==> src/rtl/data_axi_responder_pkg.sv <==
// Shared definitions for the data-side AXI-lite responder and its strobe encoder.
// Contents: FSM state encoding, AXI response codes, peripheral mask codes and
// the strobe-to-mask mapping used by wstrb_mask_enc.
package data_axi_responder_pkg;

  typedef enum logic [2:0] {
    ST_IDLE       = 3'd0,
    ST_WR_COLLECT = 3'd1,
    ST_WR_ISSUE   = 3'd2,
    ST_WR_RESP    = 3'd3,
    ST_RD_WAIT    = 3'd4,
    ST_RD_RESP    = 3'd5
  } state_t;

  localparam logic [1:0] RESP_OKAY   = 2'b00;
  localparam logic [1:0] RESP_SLVERR = 2'b10;

  localparam logic [1:0] MASK_BYTE = 2'b00;
  localparam logic [1:0] MASK_HALF = 2'b01;
  localparam logic [1:0] MASK_WORD = 2'b10;
  localparam logic [1:0] MASK_NONE = 2'b11;

  function automatic logic [1:0] strb_to_mask(input logic [3:0] strb);
    case (strb)
      4'b0001: return MASK_BYTE;
      4'b0011: return MASK_HALF;
      4'b1111: return MASK_WORD;
      default: return MASK_NONE;
    endcase
  endfunction

endpackage

==> src/rtl/wstrb_mask_enc.sv <==
// Combinational write-strobe to peripheral-mask encoder with alignment check.
// Ports:
//   i_wstrb   [3:0] AXI write strobe
//   i_addr_lo [1:0] low address bits of the access
//   o_mask    [1:0] peripheral mask (BYTE/HALF/WORD/NONE)
//   o_err           unsupported strobe or misaligned half/word access
module wstrb_mask_enc
  import data_axi_responder_pkg::*;
(
  input  logic [3:0] i_wstrb,
  input  logic [1:0] i_addr_lo,
  output logic [1:0] o_mask,
  output logic       o_err
);

  always_comb begin
    o_mask = strb_to_mask(i_wstrb);
    o_err  = (o_mask == MASK_NONE)
           | ((o_mask == MASK_HALF) & i_addr_lo[0])
           | ((o_mask == MASK_WORD) & (i_addr_lo != 2'b00));
  end

endmodule

==> src/rtl/data_axi_responder.sv <==
// Data-side AXI-lite slave: converts one-outstanding AR/R and AW/W/B traffic to
// the single-port peripheral bus (addr / wen / mask / wdata / rdata).
// Optional build macro: DATA_AXI_ERR_EN enables alignment/strobe error checks
// and SLVERR responses; without it every access is performed and resp is OKAY.
// Parameters: RD_LATENCY (1..3) bus read latency, ADDR_W address width (<=32).
// Ports:
//   i_clk, i_rst                  clock, synchronous active-high reset
//   i_s_ar*/o_s_arready           read address channel
//   o_s_r*/i_s_rready             read data channel
//   i_s_aw*/o_s_awready           write address channel
//   i_s_w*/o_s_wready             write data channel
//   o_s_b*/i_s_bready             write response channel
//   o_perip_*/i_perip_rdata       peripheral bus
//
// state         | meaning
// ST_IDLE       | ready for AR, AW and W
// ST_WR_COLLECT | one of AW/W held, waiting for the other
// ST_WR_ISSUE   | single-cycle peripheral write
// ST_WR_RESP    | B response pending
// ST_RD_WAIT    | address on bus, counting read latency
// ST_RD_RESP    | R response pending
module data_axi_responder
  import data_axi_responder_pkg::*;
#(
  parameter int RD_LATENCY = 1,
  parameter int ADDR_W     = 32
) (
  input  logic              i_clk,
  input  logic              i_rst,
  input  logic [ADDR_W-1:0] i_s_araddr,
  input  logic              i_s_arvalid,
  output logic              o_s_arready,
  output logic [31:0]       o_s_rdata,
  output logic [1:0]        o_s_rresp,
  output logic              o_s_rvalid,
  input  logic              i_s_rready,
  input  logic [ADDR_W-1:0] i_s_awaddr,
  input  logic              i_s_awvalid,
  output logic              o_s_awready,
  input  logic [31:0]       i_s_wdata,
  input  logic [3:0]        i_s_wstrb,
  input  logic              i_s_wvalid,
  output logic              o_s_wready,
  output logic [1:0]        o_s_bresp,
  output logic              o_s_bvalid,
  input  logic              i_s_bready,
  output logic [31:0]       o_perip_addr,
  output logic              o_perip_wen,
  output logic [1:0]        o_perip_mask,
  output logic [31:0]       o_perip_wdata,
  input  logic [31:0]       i_perip_rdata
);

  state_t            r_state, w_state_nxt;
  logic [ADDR_W-1:0] r_addr;
  logic [31:0]       r_wdata;
  logic [3:0]        r_wstrb;
  logic              r_aw_held, r_w_held;
  logic [1:0]        r_cnt;
  logic [31:0]       r_rdata;
  logic [31:0]       w_addr_ext;
  logic [1:0]        w_mask;
  logic              w_wr_err;
  logic              w_wr_block;
  logic              w_rd_blank;
  logic              w_aw_fire, w_w_fire, w_ar_fire;

  wstrb_mask_enc u_enc (
    .i_wstrb   (r_wstrb),
    .i_addr_lo (r_addr[1:0]),
    .o_mask    (w_mask),
    .o_err     (w_wr_err)
  );

`ifdef DATA_AXI_ERR_EN
  logic       r_rd_err;
  logic [1:0] r_rresp, r_bresp;
  assign w_wr_block = w_wr_err;
  // Reads are word accesses; a misaligned one never reaches the bus.
  assign w_rd_blank = (r_state == ST_RD_WAIT) & r_rd_err;
  assign o_s_rresp  = i_rst ? RESP_OKAY : r_rresp;
  assign o_s_bresp  = i_rst ? RESP_OKAY : r_bresp;
`else
  logic w_unused;
  assign w_unused   = w_wr_err;
  assign w_wr_block = 1'b0;
  assign w_rd_blank = 1'b0;
  assign o_s_rresp  = RESP_OKAY;
  assign o_s_bresp  = RESP_OKAY;
`endif

  assign w_aw_fire = i_s_awvalid & o_s_awready;
  assign w_w_fire  = i_s_wvalid  & o_s_wready;
  assign w_ar_fire = i_s_arvalid & o_s_arready;

  always_comb begin
    w_addr_ext               = '0;
    w_addr_ext[ADDR_W-1:0]   = r_addr;
  end

  assign o_perip_addr  = (i_rst | w_rd_blank) ? 32'd0 : w_addr_ext;
  assign o_perip_wdata = i_rst ? 32'd0 : r_wdata;
  assign o_s_rdata     = i_rst ? 32'd0 : r_rdata;

  always_comb begin
    w_state_nxt  = r_state;
    o_s_arready  = 1'b0;
    o_s_awready  = 1'b0;
    o_s_wready   = 1'b0;
    o_s_rvalid   = 1'b0;
    o_s_bvalid   = 1'b0;
    o_perip_wen  = 1'b0;
    o_perip_mask = MASK_NONE;
    if (!i_rst) begin
      case (r_state)
        ST_IDLE: begin
          o_s_awready = 1'b1;
          o_s_wready  = 1'b1;
          // Only valid-dependent ready: a pending store blocks a concurrent
          // load so stores are never reordered behind loads.
          o_s_arready = ~(i_s_awvalid | i_s_wvalid);
          if (i_s_awvalid & i_s_wvalid)      w_state_nxt = ST_WR_ISSUE;
          else if (i_s_awvalid | i_s_wvalid) w_state_nxt = ST_WR_COLLECT;
          else if (i_s_arvalid)              w_state_nxt = ST_RD_WAIT;
        end
        ST_WR_COLLECT: begin
          o_s_awready = ~r_aw_held;
          o_s_wready  = ~r_w_held;
          if ((i_s_awvalid & ~r_aw_held) | (i_s_wvalid & ~r_w_held))
            w_state_nxt = ST_WR_ISSUE;
        end
        ST_WR_ISSUE: begin
          o_perip_wen  = ~w_wr_block;
          o_perip_mask = w_wr_block ? MASK_NONE : w_mask;
          w_state_nxt  = ST_WR_RESP;
        end
        ST_WR_RESP: begin
          o_s_bvalid = 1'b1;
          if (i_s_bready) w_state_nxt = ST_IDLE;
        end
        ST_RD_WAIT: begin
          if (r_cnt == 2'd0) w_state_nxt = ST_RD_RESP;
        end
        ST_RD_RESP: begin
          o_s_rvalid = 1'b1;
          if (i_s_rready) w_state_nxt = ST_IDLE;
        end
        default: w_state_nxt = ST_IDLE;
      endcase
    end
  end

  always_ff @(posedge i_clk) begin
    if (i_rst) begin
      r_state   <= ST_IDLE;
      r_addr    <= '0;
      r_wdata   <= '0;
      r_wstrb   <= '0;
      r_aw_held <= 1'b0;
      r_w_held  <= 1'b0;
      r_cnt     <= '0;
      r_rdata   <= '0;
`ifdef DATA_AXI_ERR_EN
      r_rd_err  <= 1'b0;
      r_rresp   <= RESP_OKAY;
      r_bresp   <= RESP_OKAY;
`endif
    end else begin
      r_state <= w_state_nxt;
      if (w_aw_fire) begin
        r_addr    <= i_s_awaddr;
        r_aw_held <= 1'b1;
      end
      if (w_w_fire) begin
        r_wdata  <= i_s_wdata;
        r_wstrb  <= i_s_wstrb;
        r_w_held <= 1'b1;
      end
      if (w_ar_fire) begin
        r_addr <= i_s_araddr;
        r_cnt  <= 2'(RD_LATENCY - 1);
`ifdef DATA_AXI_ERR_EN
        r_rd_err <= (i_s_araddr[1:0] != 2'b00);
`endif
      end
      if (r_state == ST_WR_ISSUE) begin
        r_aw_held <= 1'b0;
        r_w_held  <= 1'b0;
`ifdef DATA_AXI_ERR_EN
        r_bresp   <= w_wr_err ? RESP_SLVERR : RESP_OKAY;
`endif
      end
      if (r_state == ST_RD_WAIT) begin
        if (r_cnt == 2'd0) begin
`ifdef DATA_AXI_ERR_EN
          r_rdata <= r_rd_err ? 32'd0 : i_perip_rdata;
          r_rresp <= r_rd_err ? RESP_SLVERR : RESP_OKAY;
`else
          r_rdata <= i_perip_rdata;
`endif
        end else begin
          r_cnt <= r_cnt - 2'd1;
        end
      end
    end
  end

endmodule

==> config.mk <==
export PLATFORM = sky130hd
export DESIGN_NAME = data_axi_responder
export DESIGN_NICKNAME = d
export VERILOG_FILES = /design/src/rtl/data_axi_responder_pkg.sv /design/src/rtl/wstrb_mask_enc.sv /design/src/rtl/data_axi_responder.sv
export SDC_FILE = /design/constraint.sdc
export NUM_CORES = 1
export LEC_CHECK = 0
export ABC_CLOCK_PERIOD_IN_PS = 3100
export CAP_MARGIN = 15
export CORE_ASPECT_RATIO = 1.2
export CORE_UTILIZATION = 40
export CTS_BUF_LIST = sky130_fd_sc_hd__clkbuf_8 sky130_fd_sc_hd__clkbuf_16
export CTS_CLUSTER_SIZE = 14
export DETAILED_ROUTE_END_ITERATION = 8
export HOLD_SLACK_MARGIN = 0.05
export PLACE_DENSITY = 0.84
export RECOVER_POWER = 100
export SLEW_MARGIN = 20
export SYNTH_ARGS = -nofsm -noshare
export SYNTH_HDL_FRONTEND = slang
export SYNTH_SLANG_ARGS = --single-unit
==> constraint.sdc <==
create_clock -name i_clk -period 3.1 [get_ports i_clk]
set_clock_uncertainty 0.15 [all_clocks]
set_input_delay 0.62 -clock i_clk [delete_from_list [all_inputs] [get_ports i_clk]]
set_output_delay 0.62 -clock i_clk [all_outputs]
set_load 0.05 [all_outputs]
# Word level (Yosys, flattened, before mapping)
# Cells that the tools add are included.
[word_totals]
ff_bits = 107
in_bits = 139
[op_classes]
muxes = 31
eq_ne = 13
n_reduce_logical = 6
bitwise_logic = 11
add_sub_neg = 1
[op_table]
columns = ["op", "n"]
rows = [
  ["32-bit two-way mux", 5],
  ["3-bit two-way mux", 7],
  ["3-bit one-hot mux with 6 select lines", 1],
  ["1-bit two-way mux", 10],
  ["2-bit two-way mux", 5],
  ["2-bit != test, second input constant", 4],
  ["1-bit AND", 6],
  ["3-bit by 2-bit equality test with 1-bit output, second input constant", 2],
  ["3-bit equality test, second input constant", 2],
  ["2-bit one-hot mux with 3 select lines", 1],
  ["5-bit AND reduction", 1],
  ["4-bit by 1-bit equality test with 1-bit output, second input constant", 1],
  ["4-bit by 2-bit equality test with 1-bit output, second input constant", 1],
  ["4-bit equality test, second input constant", 1],
  ["4-bit != test, second input constant", 1],
  ["1-bit one-hot mux with 2 select lines", 2],
  ["3-bit by 1-bit equality test with 1-bit output, second input constant", 1],
  ["3-bit zero test", 1],
  ["1-bit NOT", 3],
  ["2-bit zero test", 1],
  ["1-bit bitwise OR", 2],
  ["2-bit AND reduction", 1],
  ["2-bit nonzero test", 1],
  ["2-bit OR reduction", 1],
  ["2-bit by 1-bit subtractor with 2-bit output, second input constant", 1],
]

# Longest topological paths before layout
# Gate-level depths: netlist of run 1.
[logic_depth]
depth_word = 8
ltp_mapped = 7
mapped_depth_nobuf = 5

# Cells and area by module
# From an unflattened synthesis of run 1, not the netlist that was laid out.
[unflattened]
hier_cells = 590
area_unflattened_um2 = 5029.8
[by_module_without_submodules]
columns = ["mod", "instances", "cells_per_inst", "area_per_inst_um2"]
rows = [
  ["data_axi_responder", 1, 582, 4976.0],
  ["wstrb_mask_enc", 1, 8, 53.8],
]

# Worst setup path before layout of run 1
# No wires, ideal clock.
[synth_path]
path_kind = "input to output"
startpoint = "in i_rst"
endpoint = "out o_perip_mask[0]"
setup_slack_ps = -695
cell_stages = 4
t_required_ps = 2330
arrival_time_ps = 3025
n_path_buf = 2
path_cell_list = "clkbuf_1 > clkbuf_1 > nor3_1 > o211ai_1"
[synth_via]
elab_chain_cells = 1
[synth_lines]
columns = ["element", "line_no", "source"]
rows = [
  ["start, declared", "data_axi_responder.sv:29", "input logic i_rst,"],
  ["2-bit two-way mux", "data_axi_responder.sv:114", "if (!i_rst) begin"],
  ["end, declared", "data_axi_responder.sv:49", "output logic [1:0] o_perip_mask,"],
]
# No other way between the ends.

# Final worst setup path of run 1
[layout_path]
startpoint = "in i_rst"
endpoint = "out o_s_awready"
[layout_via]
elab_chain_cells = 1
[layout_lines]
columns = ["element", "line_no", "source"]
rows = [
  ["1-bit two-way mux", "data_axi_responder.sv:114", ""],
  ["end, declared", "data_axi_responder.sv:39", "output logic o_s_awready,"],
]
# No other way between the ends.

==> results_dict.tcl, run 1 <==
set metrics [dict create \
    die_w_um 103 \
    grt_max_degree 77 \
    first_iter_violations 158 \
    cts_hold_buf 0 \
    multi_input_area_um2 2480 \
    hold_viol_final 0 \
    io_pins 247 \
    final.period_utilization_pct 94.6 \
    ir_drop_mv 0.243 \
    final_layout_size_suffix_gt1_share_pct 13.1 \
    setup_tns_ns 0 \
    dp_cells 956 \
    antenna_found_initial 0 \
    crit_path_start_kind "input pin" \
    maxCapViolCount 0 \
    num-fill-cells 1023 \
    synth-edff-count 0 \
    critPathRequiredTime_ns 2.33 \
    drt-total-wl_um 13300 \
    ant_nets 0 \
    vias 4755 \
    cp.buffers_inverters 3 \
    rows 44 \
    postCtsSetupBuffers 0 \
    cp_max_fo 76 \
    cts.sinks 107 \
    crit_family "buffers and inverters" \
    fmax_ghz 0.341 \
    cts-root-buf "clkbuf_16" \
    syn-cell-area_um2 4930 \
    initial_utilization_pct 40.9 \
    regArea_um2 2140 \
    slowest_delay_ns 0.67 \
    area_growth_pct 50.9 \
    ys_seq_area_share_pct 43.5 \
    path_clk_slew_ns 0.07 \
    routabilityCongestion 0.772 \
    worstMarginPinSlew_ns 0.750 \
    cellPowerDensity_nw_per_um2 514 \
    dp_hpwl_um 9800 \
    synth.distinct_cells 40 \
    crit_chain "buf_4 > clkbuf_1 > a2111oi_2 > buf_12" \
    detail_route.wl_per_cell_um 13.7 \
    synth-seq-cells 107 \
    slew_violations 0 \
    drcViolationCount 0 \
    finalWorstPathRequiredPeriod_ns 2.93 \
    netlist_instances 587 \
    avgSynthCellArea_um2 8.40 \
    slowest_stage "a2111oi_2" \
    crit_path_end_kind "output pin" \
    viasPerCell 4.89 \
    slew_headroom_pct 50.0 \
    port_buffers 242 \
    setup_viol 0 \
    cts_tree "done" \
    diodes 0 \
    coreArea_um2 12100 \
    critical_path_class "input pin to output pin" \
    final_cells 972 \
    hp-class "flop to flop" \
    track_usage_pct 20.0 \
    synth_ff_type "dfxtp_1" \
    die_h_um 124 \
    die-area_um2 12800 \
    synth-async-reset-ratio_pct 0 \
    layout.nets 948 \
    p_leak_nw 3.03 \
    cts_inserted_buffers 9 \
    outcome "complete, no violations" \
    grt.overflow.total 0 \
    ys_warn_count 0 \
    grt_pass1_wl_um 20100 \
    cts_resized 0 \
    crit_arrival_ns 2.16 \
    rsz0062_at_grt "no" \
    grt_pass1_vias 4423 \
    insertion_delay_ns 0.34 \
    firstDrtPassIters 6 \
    cts_max_level 3 \
    cts_buffer_depth 2 \
]
==> worst min-delay path, cell delays in order, from the launching register on <==
cell     delay, ns
dfxtp_1       0.31
nand2_1       0.05
a21oi_1       0.05
==> routing by layer <==
metal	track usage (%)	vias up	routed length, µm
met3	4.32	25	891
met2	35.9	177	6750
li1	-	2380	-
met1	22.2	2173	5330
met5	0	-	0
met4	9.07	0	323
==> final timing paths <==
kind | cells past startpoint | slack, ns | endpoint | start
max | 4 | 0.17 | o_s_awready | i_rst
min | 2 | 0.30 | r_rdata[3] | r_rdata[3]
max reg2reg | 5 | 0.74 | r_rdata[15] | r_state[2]
min reg2reg | 2 | 0.30 | r_rdata[3] | r_rdata[3]
==> state kept, by name, indices dropped and copies added, names as in the netlist <==
register / cells
r_addr: 32
r_rdata: 32
r_wdata: 32
r_wstrb: 4
r_state: 3
r_cnt: 2
r_aw_held: 1
r_w_held: 1
==> Yosys cell counts, drive strengths merged (4+ instances only) <==
cell type  instances  share of area (%)
a21oi             36                3.7
nor2              44                3.4
nand2b             8                1.0
buf               22                3.7
nor3               4               0.63
o21ai              9               0.91
dfxtp            107                 43
mux2              32                7.3
nor2b             96                 12
nand2            133                 10
clkbuf            29                2.2
a311oi            32                5.7
==> cell families after synthesis <==
kind of cell	count (synthesis)	share of synthesized area [%]
other cells	1	0.0761
buf+inv	54	6.14
mux	32	7.31
simple gates	302	29.7
compound gates	88	12.5
flops	107	43.5
fa+ha+maj	3	0.762
==> layout by cell type, fill, tap and decap left out, types with 10 or more instances in the layout <==
cell type        Yosys  routed
buf_4                7      10
dfxtp_1            107     107
a21oi_1             36      36
mux2_2              12      12
dlygate4sd3_1        0      44
mux2_1              20      20
clkdlybuf4s50_1      0     136
clkbuf_2             0      57
a311oi_1            32      32
nor2b_1             96      96
nor2_1              44      44
nand2_1            133     133
==> cell type report <==
cell class / instances / area share [%]
inverter: 3 / 0.151
tap: 161 / 2.71
multi-input combinational: 429 / 33.3
clock buffer: 9 / 3.03
timing repair buffer: 256 / 30.9
clock inverter: 7 / 1.11
sequential: 107 / 28.8
==> power breakdown <==
group / switching, mW / internal, mW / total (mW)
Sequential: 0.0814 / 1.52 / 1.60
Combinational: 0.600 / 0.453 / 1.05
Clock: 0.530 / 0.641 / 1.17
Total: 1.21 / 2.61 / 3.82
==> per-stage QoR <==
stage / worst slack (ns) / total power [mW] / hold slack [ns] / cell area [µm²] / utilization, %
final: 0.166 / 3.82 / 0.301 / 7440 / 61.7
after global routing: 0.0564 / 4.01 / 0.319 / 7440 / 61.7
after CTS: 0.206 / 3.91 / 0.304 / 7640 / 63.4
after detailed placement: 0.206 / 2.73 / 0.294 / 7330 / 60.8
after global placement: 0.252 / 2.71 / 0.287 / 7330 / 60.8
after floorplan: 0.0233 / 2.32 / 0.282 / 4950 / -
Note: power is estimated with default switching activity, not from simulation.
==> run 2: changes to the inputs <==
- CAP_MARGIN: 15 -> default
==> results of run 2 <==
No change in the layout: final DEF, timing and power equal those of run 1.
==> run 3: changes to the inputs <==
- CORE_MARGIN: default -> 2
- MAX_ROUTING_LAYER: default -> met4
- SLEW_MARGIN: 20 -> default
==> run 3 against run 2 <==
  * Non-clock buffer count is 5 lower
  * Via count is 0.57% higher
  * Clock-buffer cell count stayed put
  * Maximum frequency is 0.75% lower
  * Final cell count is 0.41% lower
  * Critical path type unchanged
  * Critical path depth is 1 higher
  * Hold slack worse by 0.0020 ns
  * Worst setup slack worse by 0.022 ns
  * Sequential power hardly changed
==> results_dict.tcl, run 3 (synthesized netlist as in run 1, its figures left out) <==
set metrics [dict create \
    outcome "complete, no violations" \
    cts_max_level 3 \
    antenna_found_initial 1 \
    cts_buffer_depth 2 \
    die_w_um 105 \
    rows 44 \
    worstMarginPinSlew_ns 0.774 \
    crit_arrival_ns 2.19 \
    critPathRequiredTime_ns 2.33 \
    io_pins 247 \
    cts.sinks 107 \
    slew_headroom_pct 48.4 \
    setup_viol 0 \
    num-fill-cells 1026 \
    coreArea_um2 12100 \
    fmax_ghz 0.338 \
    final_common_cell "clkdlybuf4s50_1" \
    rsz0062_at_grt "no" \
    track_usage_pct 21.1 \
    cts_resized 0 \
    setup_ws_ns 0.144 \
    first_iter_violations 253 \
    dp_hpwl_um 10100 \
    r2r_cells 5 \
    vias 4782 \
    cellPowerDensity_nw_per_um2 497 \
    crit_path_end_kind "output pin" \
    multi_input_area_um2 2500 \
    cts_inserted_buffers 9 \
    critical_path_class "input pin to output pin" \
    insertion_delay_ns 0.34 \
    final.period_utilization_pct 95.3 \
    regArea_um2 2140 \
    setup_tns_ns 0 \
    detail_route.wl_per_cell_um 14.2 \
    hp-class "flop to flop" \
    crit_path_start_kind "input pin" \
    grt_pass1_wl_um 22100 \
    maxCapViolCount 0 \
    place_ws_ns 0.137 \
    crit_chain "buf_4 > buf_12 > nand2b_1 > nor3b_1 > buf_12" \
    grt_pass1_vias 4750 \
    layout.nets 943 \
    slew_violations 0 \
    ir_drop_mv 0.252 \
    drcViolationCount 0 \
    firstDrtPassIters 4 \
    cts_hold_buf 0 \
    routabilityCongestion 0.782 \
    die_h_um 126 \
    cp_common_cell "buf_12" \
    cts-root-buf "clkbuf_16" \
    finalWorstPathRequiredPeriod_ns 2.96 \
    cp_max_fo 99 \
    hold_viol_final 0 \
    final_layout_size_suffix_gt1_share_pct 12.0 \
    grt.overflow.total 0 \
    slowest_stage "buf_4" \
    final_cell_mix "clkdlybuf4s50_1 (136), nand2_1 (133), dfxtp_1 (107)" \
    die-area_um2 13200 \
    viasPerCell 4.94 \
    port_buffers 242 \
    area_growth_pct 50.2 \
    path_clk_slew_ns 0.06 \
    ant_nets 0 \
    drt-total-wl_um 13800 \
    top_regs "r_addr: 32 flops, r_rdata: 32 flops, r_wdata: 32 flops" \
    cts_tree "done" \
    initial_utilization_pct 40.9 \
    p_leak_nw 3.00 \
    grt_max_degree 100 \
    slowest_delay_ns 0.57 \
    min_path_cells 2 \
    postCtsSetupBuffers 0 \
]
-- run 3: changes by cell type in the layout (fill, tap and decap cells not counted), moves of 2 or more --
cell	before	now
buf_4	10	3
inv_1	3	7
inv_6	3	0
buf_12	6	8
clkbuf_1	2	4
clkbuf_2	57	55
clkinv_4	0	2
-- run 3: cell type report --
| class | count | area share [%] |
|---|---|---|
| diodes | 1 | 0.0338 |
| clock buffers | 9 | 3.04 |
| clock inverters | 7 | 0.541 |
| inverters | 3 | 0.152 |
| multi-input cells | 429 | 33.8 |
| flip-flops and latches | 107 | 28.9 |
| well taps | 161 | 2.72 |
| repair buffers | 251 | 30.8 |
-- run 3: critical path: cells and delay by family --
family	cells	cell delay (ns)
and+or+nand+nor	2	0.27
buffers and inverters	3	1.18
-- run 3: through the flow --
stage          total power, mW  cells  cell area (µm²)  hold slack [ns]  util [%]
2_1_floorplan             2.32    590             4950            0.282         -
3_3_place_gp              2.71    951             7330            0.287      60.8
3_5_place_dp              2.74    951             7330            0.293      60.8
4_1_cts                   3.77    967             7600            0.302      63.0
5_1_grt                   3.88    968             7400            0.321      61.4
6_report                  3.68    968             7400            0.299      61.4
-- run 3: final timing paths --
check	from	endpoint	slack, ns
worst max register to register	r_state[2]	r_rdata[26]	0.69
worst min register to register	r_rdata[3]	r_rdata[3]	0.30
worst min-delay path	r_rdata[3]	r_rdata[3]	0.30
worst max-delay path	i_rst	o_s_rvalid	0.14
-- run 3: power breakdown --
part,internal [mW],switching (mW),total [mW]
clock,0.537,0.491,1.03
combinational,0.447,0.596,1.04
sequential,1.52,0.0955,1.61
total,2.50,1.18,3.68
-- run 3: metal layers --
layer / wire [µm] / vias to the layer above / GRT usage, %
met3: 859 / 35 / 4.30
met4: 494 / 0 / 9.49
li1: - / 2374 / -
met2: 6950 / 198 / 36.5
met1: 5470 / 2175 / 23.3
met5: 0 / - / -
